===== src/rtl/dpm_ecc_scrubber.sv =====
// Background ECC scrubber for one port of a dual-port ECC memory.
// Walks every address, reads the stored Hamming codeword and decodes it.
// Single-bit errors are corrected and written back. Uncorrectable syndromes
// are only counted. The memory port is shared with host traffic through a
// request/grant handshake.
//
// Ports:
//   i_clk, i_rst     clock, asynchronous active-high reset
//   i_start          pulse, begins a pass from address 0 (ignored while busy)
//   i_continuous     restart from address 0 after each pass
//   i_grant          port granted to the scrubber this cycle
//   o_req            scrubber wants the memory port
//   o_mem_en/we      memory port enable / write enable (only with grant)
//   o_mem_addr       memory address
//   o_mem_din        corrected codeword during write-back, else 0
//   i_mem_dout       codeword read from memory, READ_LATENCY after accept
//   o_busy, o_done   pass in progress / one-cycle end-of-pass pulse
//   o_corr_count     corrected single-bit errors, saturating
//   o_uncorr_count   uncorrectable words seen, saturating
//
// state   | meaning
// IDLE    | waiting for i_start
// RD_REQ  | requesting the port for a read of the current address
// RD_WAIT | read accepted, waiting out the memory latency
// CHECK   | decode captured word, update counters
// WR_REQ  | requesting the port to write back the corrected word
// NEXT    | advance address or finish the pass
module dpm_ecc_scrubber #(
  parameter int WIDTH        = 8,
  parameter int CODE_WIDTH   = 12,
  parameter int ADDR_WIDTH   = 5,
  parameter int READ_LATENCY = 5,
  parameter int CNT_WIDTH    = 8
) (
  input  logic                  i_clk,
  input  logic                  i_rst,
  input  logic                  i_start,
  input  logic                  i_continuous,
  input  logic                  i_grant,
  output logic                  o_req,
  output logic                  o_mem_en,
  output logic                  o_mem_we,
  output logic [ADDR_WIDTH-1:0] o_mem_addr,
  output logic [CODE_WIDTH-1:0] o_mem_din,
  input  logic [CODE_WIDTH-1:0] i_mem_dout,
  output logic                  o_busy,
  output logic                  o_done,
  output logic [CNT_WIDTH-1:0]  o_corr_count,
  output logic [CNT_WIDTH-1:0]  o_uncorr_count
);

  localparam int DEPTH = 2**ADDR_WIDTH;
  // One syndrome bit per parity bit.
  localparam int SYN_W = CODE_WIDTH - WIDTH;
  localparam int LAT_W = (READ_LATENCY > 1) ? $clog2(READ_LATENCY) : 1;

  typedef enum logic [2:0] {IDLE, RD_REQ, RD_WAIT, CHECK, WR_REQ, NEXT} state_t;

  state_t                state;
  logic [ADDR_WIDTH-1:0] addr;
  logic [LAT_W-1:0]      lat_cnt;
  logic [CODE_WIDTH-1:0] rd_word;
  logic [CODE_WIDTH-1:0] fix_word;
  logic [SYN_W-1:0]      syn;
  logic [CODE_WIDTH-1:0] flip_mask;
  logic                  correctable;

  // Syndrome is the XOR of the (1-based) positions of all set bits; a
  // correctable syndrome names the position of the flipped bit directly.
  always_comb begin
    syn       = '0;
    flip_mask = '0;
    for (int k = 0; k < CODE_WIDTH; k++) begin
      if (rd_word[k]) syn = syn ^ SYN_W'(k + 1);
    end
    for (int k = 0; k < CODE_WIDTH; k++) begin
      flip_mask[k] = (syn == SYN_W'(k + 1));
    end
    correctable = (syn != '0) && (syn <= SYN_W'(CODE_WIDTH));
  end

  always_ff @(posedge i_clk or posedge i_rst) begin
    if (i_rst) begin
      state          <= IDLE;
      addr           <= '0;
      lat_cnt        <= '0;
      rd_word        <= '0;
      fix_word       <= '0;
      o_corr_count   <= '0;
      o_uncorr_count <= '0;
    end else begin
      case (state)
        IDLE: begin
          if (i_start) begin
            o_corr_count   <= '0;
            o_uncorr_count <= '0;
            addr           <= '0;
            state          <= RD_REQ;
          end
        end
        RD_REQ: begin
          if (i_grant) begin
            lat_cnt <= LAT_W'(READ_LATENCY - 1);
            state   <= RD_WAIT;
          end
        end
        RD_WAIT: begin
          // Capture lands exactly READ_LATENCY edges after the accepting edge.
          if (lat_cnt == '0) begin
            rd_word <= i_mem_dout;
            state   <= CHECK;
          end else begin
            lat_cnt <= lat_cnt - LAT_W'(1);
          end
        end
        CHECK: begin
          fix_word <= rd_word ^ flip_mask;
          if (correctable) begin
            if (o_corr_count != '1) o_corr_count <= o_corr_count + CNT_WIDTH'(1);
            state <= WR_REQ;
          end else begin
            if (syn != '0 && o_uncorr_count != '1)
              o_uncorr_count <= o_uncorr_count + CNT_WIDTH'(1);
            state <= NEXT;
          end
        end
        WR_REQ: begin
          if (i_grant) state <= NEXT;
        end
        NEXT: begin
          if (addr != ADDR_WIDTH'(DEPTH - 1)) begin
            addr  <= addr + ADDR_WIDTH'(1);
            state <= RD_REQ;
          end else begin
            addr  <= '0;
            state <= i_continuous ? RD_REQ : IDLE;
          end
        end
        default: state <= IDLE;
      endcase
    end
  end

  // Port strobes follow grant combinationally so a grant is used the same
  // cycle; the state register dropping on reset kills any pending write.
  assign o_req      = (state == RD_REQ) || (state == WR_REQ);
  assign o_mem_en   = o_req && i_grant;
  assign o_mem_we   = (state == WR_REQ) && i_grant;
  assign o_mem_addr = addr;
  assign o_mem_din  = o_mem_we ? fix_word : '0;
  assign o_busy     = (state != IDLE);
  assign o_done     = (state == NEXT) && (addr == ADDR_WIDTH'(DEPTH - 1));

endmodule


===== config.mk =====
export PLATFORM = sky130hd
export DESIGN_NAME = dpm_ecc_scrubber
export DESIGN_NICKNAME = d
export VERILOG_FILES = /design/src/rtl/dpm_ecc_scrubber.sv
export SDC_FILE = /design/constraint.sdc
export NUM_CORES = 1
export LEC_CHECK = 0
export ABC_AREA = 1
export CAP_MARGIN = 40
export CELL_PAD_IN_SITES_DETAIL_PLACEMENT = 2
export CELL_PAD_IN_SITES_GLOBAL_PLACEMENT = 2
export CORE_MARGIN = 2
export CORE_UTILIZATION = 30
export DETAILED_ROUTE_END_ITERATION = 8
export MAX_ROUTING_LAYER = met4
export PLACE_DENSITY_LB_ADDON = 0.2
export REMOVE_ABC_BUFFERS = 1
export SLEW_MARGIN = 5
export SYNTH_ARGS = -nofsm -noshare
export SYNTH_HDL_FRONTEND = slang
export SYNTH_SLANG_ARGS = --single-unit

===== constraint.sdc =====
create_clock -name i_clk -period 2.05 [get_ports i_clk]
set_clock_uncertainty 0.2 [all_clocks]
set_input_delay 0.205 -clock i_clk [delete_from_list [all_inputs] [get_ports i_clk]]
set_output_delay 0.205 -clock i_clk [all_outputs]
set_load 0.01 [all_outputs]

==> qor.yml <==
floorplan:
  die_x_um: 108
  start_util_pct: 31.2
  num_rows: 37
  core_area_mm2: 0.0104
  die_h_um: 108
  io_pins: 55
  dieArea_mm2: 0.0117
synth:
  synth_common_cells: "nand2_1, dfrtp_1, inv_1"
  yosysMostFrequentCell: "nand2_1"
  synthTopCellsByArea: "dfrtp_1, nand2_1, inv_1"
  yosysSeqAreaShare_pct: 39.3
  synth_flop_cell: "dfrtp_1"
  synth-seq-cells: 51
  async_flop_share_pct: 100
  synth_top_area_cell: "dfrtp_1"
  synthesis.area_mm2: 0.00325
  yosys.area.top_type_share_pct: 39.3
  synth_edf_count: 0
  syn_inst: 445
  ys_warn_count: 0
  synth.distinct_cells: 30
  syn_avg_cell_area_um2: 7.29
power_and_ir_drop:
  clkPwrFrac_pct: 9.3
  power_mw: 7.14
  p_sw_mw: 3.67
  seqPwrFrac_pct: 22.4
  p_int_mw: 3.47
  power.density_mw_per_mm2: 1540
  p_comb_share_pct: 68.3
  p_leak_nw: 2.22
  vdd_ir_drop_max_v: 0.000700
  swShare_pct: 51.4
layout:
  design_area_mm2: 0.00464
  fin_cells: 674
  nNetsFinal: 560
  antennaDiodeCount: 0
  fin_util_pct: 44.5
  area_growth_pct: 42.9
  drive_gt1_share_pct: 33.5
drt:
  routed_wl_mm: 10.6
  dr.pass1.iters: 4
  vias: 3226
  vias_per_cell: 4.79
  drcViolationCount: 0
  drt-initial-drc-count: 45
  ant_nets: 0
  wl_per_cell_um: 15.7
clock_tree:
  tritoncts: "done"
  clk_latency_ns: 0.30
  numCtsBuffers: 5
  cts.clk_slew.worst_paths_ns: 0.10
  clock-sinks: 51
  root_buffer: "clkbuf_8"
  htree_levels: 2
  clockBufferDepth: 2
sta:
  fin_tns_setup_ns: 0
  tightest_slew_ns: 0.300
  relSlewSlack_pct: 80.0
  setup_viol: 0
  max_freq_mhz: 500
  slew_violations: 0
  rsz0062_at_grt: "true"
  fin_crit_ns: 2.00
  finalHoldViolCount: 0
  period_share_pct: 97.7
placement:
  place.gp.congestion: 0.773
  dp_cells: 649
  dpl_cell_area_mm2: 0.00409
  io_buffers: 54
  hpwl_mm: 7.55
grt:
  globalRouteTotalUtil_pct: 18.9
  grt_overflow: 0
  grt_pass1_vias: 3562
  grt_start_max_net_pins: 52
  grt_antenna_before_repair: 0
  grt_pass1_wl_mm: 17.1
critical_path:
  cp.arrival_ns: 2.03
  critical_path_required_ns: 2.08
  worstPathMaxFanout: 8
  worstSetupPathType: "register to register"
  crit_path_start_kind: "register"
  critPathCaptureType: "register"
status:
  status: "complete, no violations"
flow_run:
  drv_cap: 0
worst_hold_path:
  hold_path.class: "primary input to asynchronous set/reset pin"
worst paths after layout:
kind	start	endpoint	slack (ns)	cells past startpoint
worst min register to register	fix_word[5]$_DFFE_PP0P_	fix_word[5]$_DFFE_PP0P_	0.29	2
min in group i_clk	i_mem_dout[2]	rd_word[2]$_DFFE_PP0P_	0.26	3
worst max-delay path	rd_word[6]$_DFFE_PP0P_	o_corr_count[2]$_DFFE_PP0P_	0.05	14
max in group asynchronous	i_rst	rd_word[8]$_DFFE_PP0P_	1.32	3
worst min-delay path	i_rst	o_mem_addr[2]$_DFFE_PP0P_	0.07	3
worst max register to register	rd_word[6]$_DFFE_PP0P_	o_corr_count[2]$_DFFE_PP0P_	0.05	14
critical path, cell delays in order, from the launching register on:
cell	delay (ns)
dfrtp_1	0.41
buf_4	0.15
nand2_1	0.10
nand2_1	0.06
nand2_1	0.07
nand2_2	0.07
nand2_2	0.10
nand2_4	0.08
nor2_8	0.13
nand2_4	0.09
nand2_4	0.10
nand2_8	0.08
nand2_8	0.13
nand2_4	0.06
o21ai_2	0.08
sequential cells by signal, summed over array words and instances (netlist names):
name / flops
o_mem_addr: 5
lat_cnt: 3
o_corr_count: 8
state: 3
o_uncorr_count: 8
fix_word: 12
rd_word: 12
metal layers:
layer	vias up	wire length (µm)	global-route usage (%)
li1	1582	-	-
met1	1609	4320	20.8
met2	30	6000	36.8
met3	5	194	2.23
met4	0	59	3.39
met5	-	0	-
cell type report:
type / instances / area, µm²
flip-flops and latches: 51 / 1280
multi-input cells: 329 / 2040
repair buffers: 93 / 820
clock buffers: 8 / 100
well taps: 136 / 170
inverters: 57 / 233
fillers: 1172 / 5780
metrics by stage:
stage	setup slack (ns)	hold WS (ns)
after floorplan	-0.269	0.114
after global placement	-0.213	0.269
after detailed placement	-0.364	0.279
after CTS	0.00359	0.0823
after global routing	-0.110	0.106
final	0.0481	0.0722
cell usage in the layout (no fill, tap or decap), types with 2 or more instances in the layout:
master           synthesis  routed
inv_1                   50      40
nand2_2                 12      28
buf_12                   1       2
nor2_4                   1      10
nand3_2                  1       8
nand2_1                135     108
xor2_1                  21      20
o21ai_2                  8       9
o21ai_0                 30      24
dfrtp_2                  0       3
clkbuf_8                 0       7
buf_6                    0       8
inv_2                    6      13
nand3b_1                 3       3
nand2_8                  0       3
clkdlybuf4s50_1          0      37
nand4_1                  9       9
ha_1                     6       4
nor2_1                  47      24
buf_4                    0      34
buf_2                    0       9
inv_4                    0       2
nand3_1                 30      23
a21oi_1                  3       2
xnor2_1                  3       3
o21ai_1                  0       5
nor2_2                   0      14
ha_2                     0       2
clkbuf_2                 0       2
dfrtp_1                 51      48
nand2_4                  6      15
or2_2                    4       4
power groups by stage:
stage | sequential (mW) | clock, mW | combinational (mW)
4_1_cts | 1.59 | 0.689 | 4.17
2_1_floorplan | 1.59 | 0 | 2.58
5_1_grt | 1.65 | 0.722 | 5.48
3_5_place_dp | 1.62 | 0 | 3.92
3_3_place_gp | 1.59 | 0 | 3.72
6_report | 1.60 | 0.664 | 4.88
what timing repair did:
item / CTS / global route
hold buffers: 0 / 0
gates resized for setup: 75 / 110
pin swaps: 3 / 28
endpoints found under the setup margin: 34 / 50
cloned: 1 / 0
buffers inserted: 9 / 9
logic make-up (layout without fill, tap and decap cells):
logic type	after synthesis	count (layout)	synth area share [%]
AOI/OAI and AO/OA	46	46	8.44
buffers and inverters	66	158	8.13
and+or+nand+nor	252	253	35.3
xor gates and xnor gates	24	24	6.48
adders and majority gates	6	6	2.31
DFF	51	51	39.3
Power figures use the tool's default switching activity.
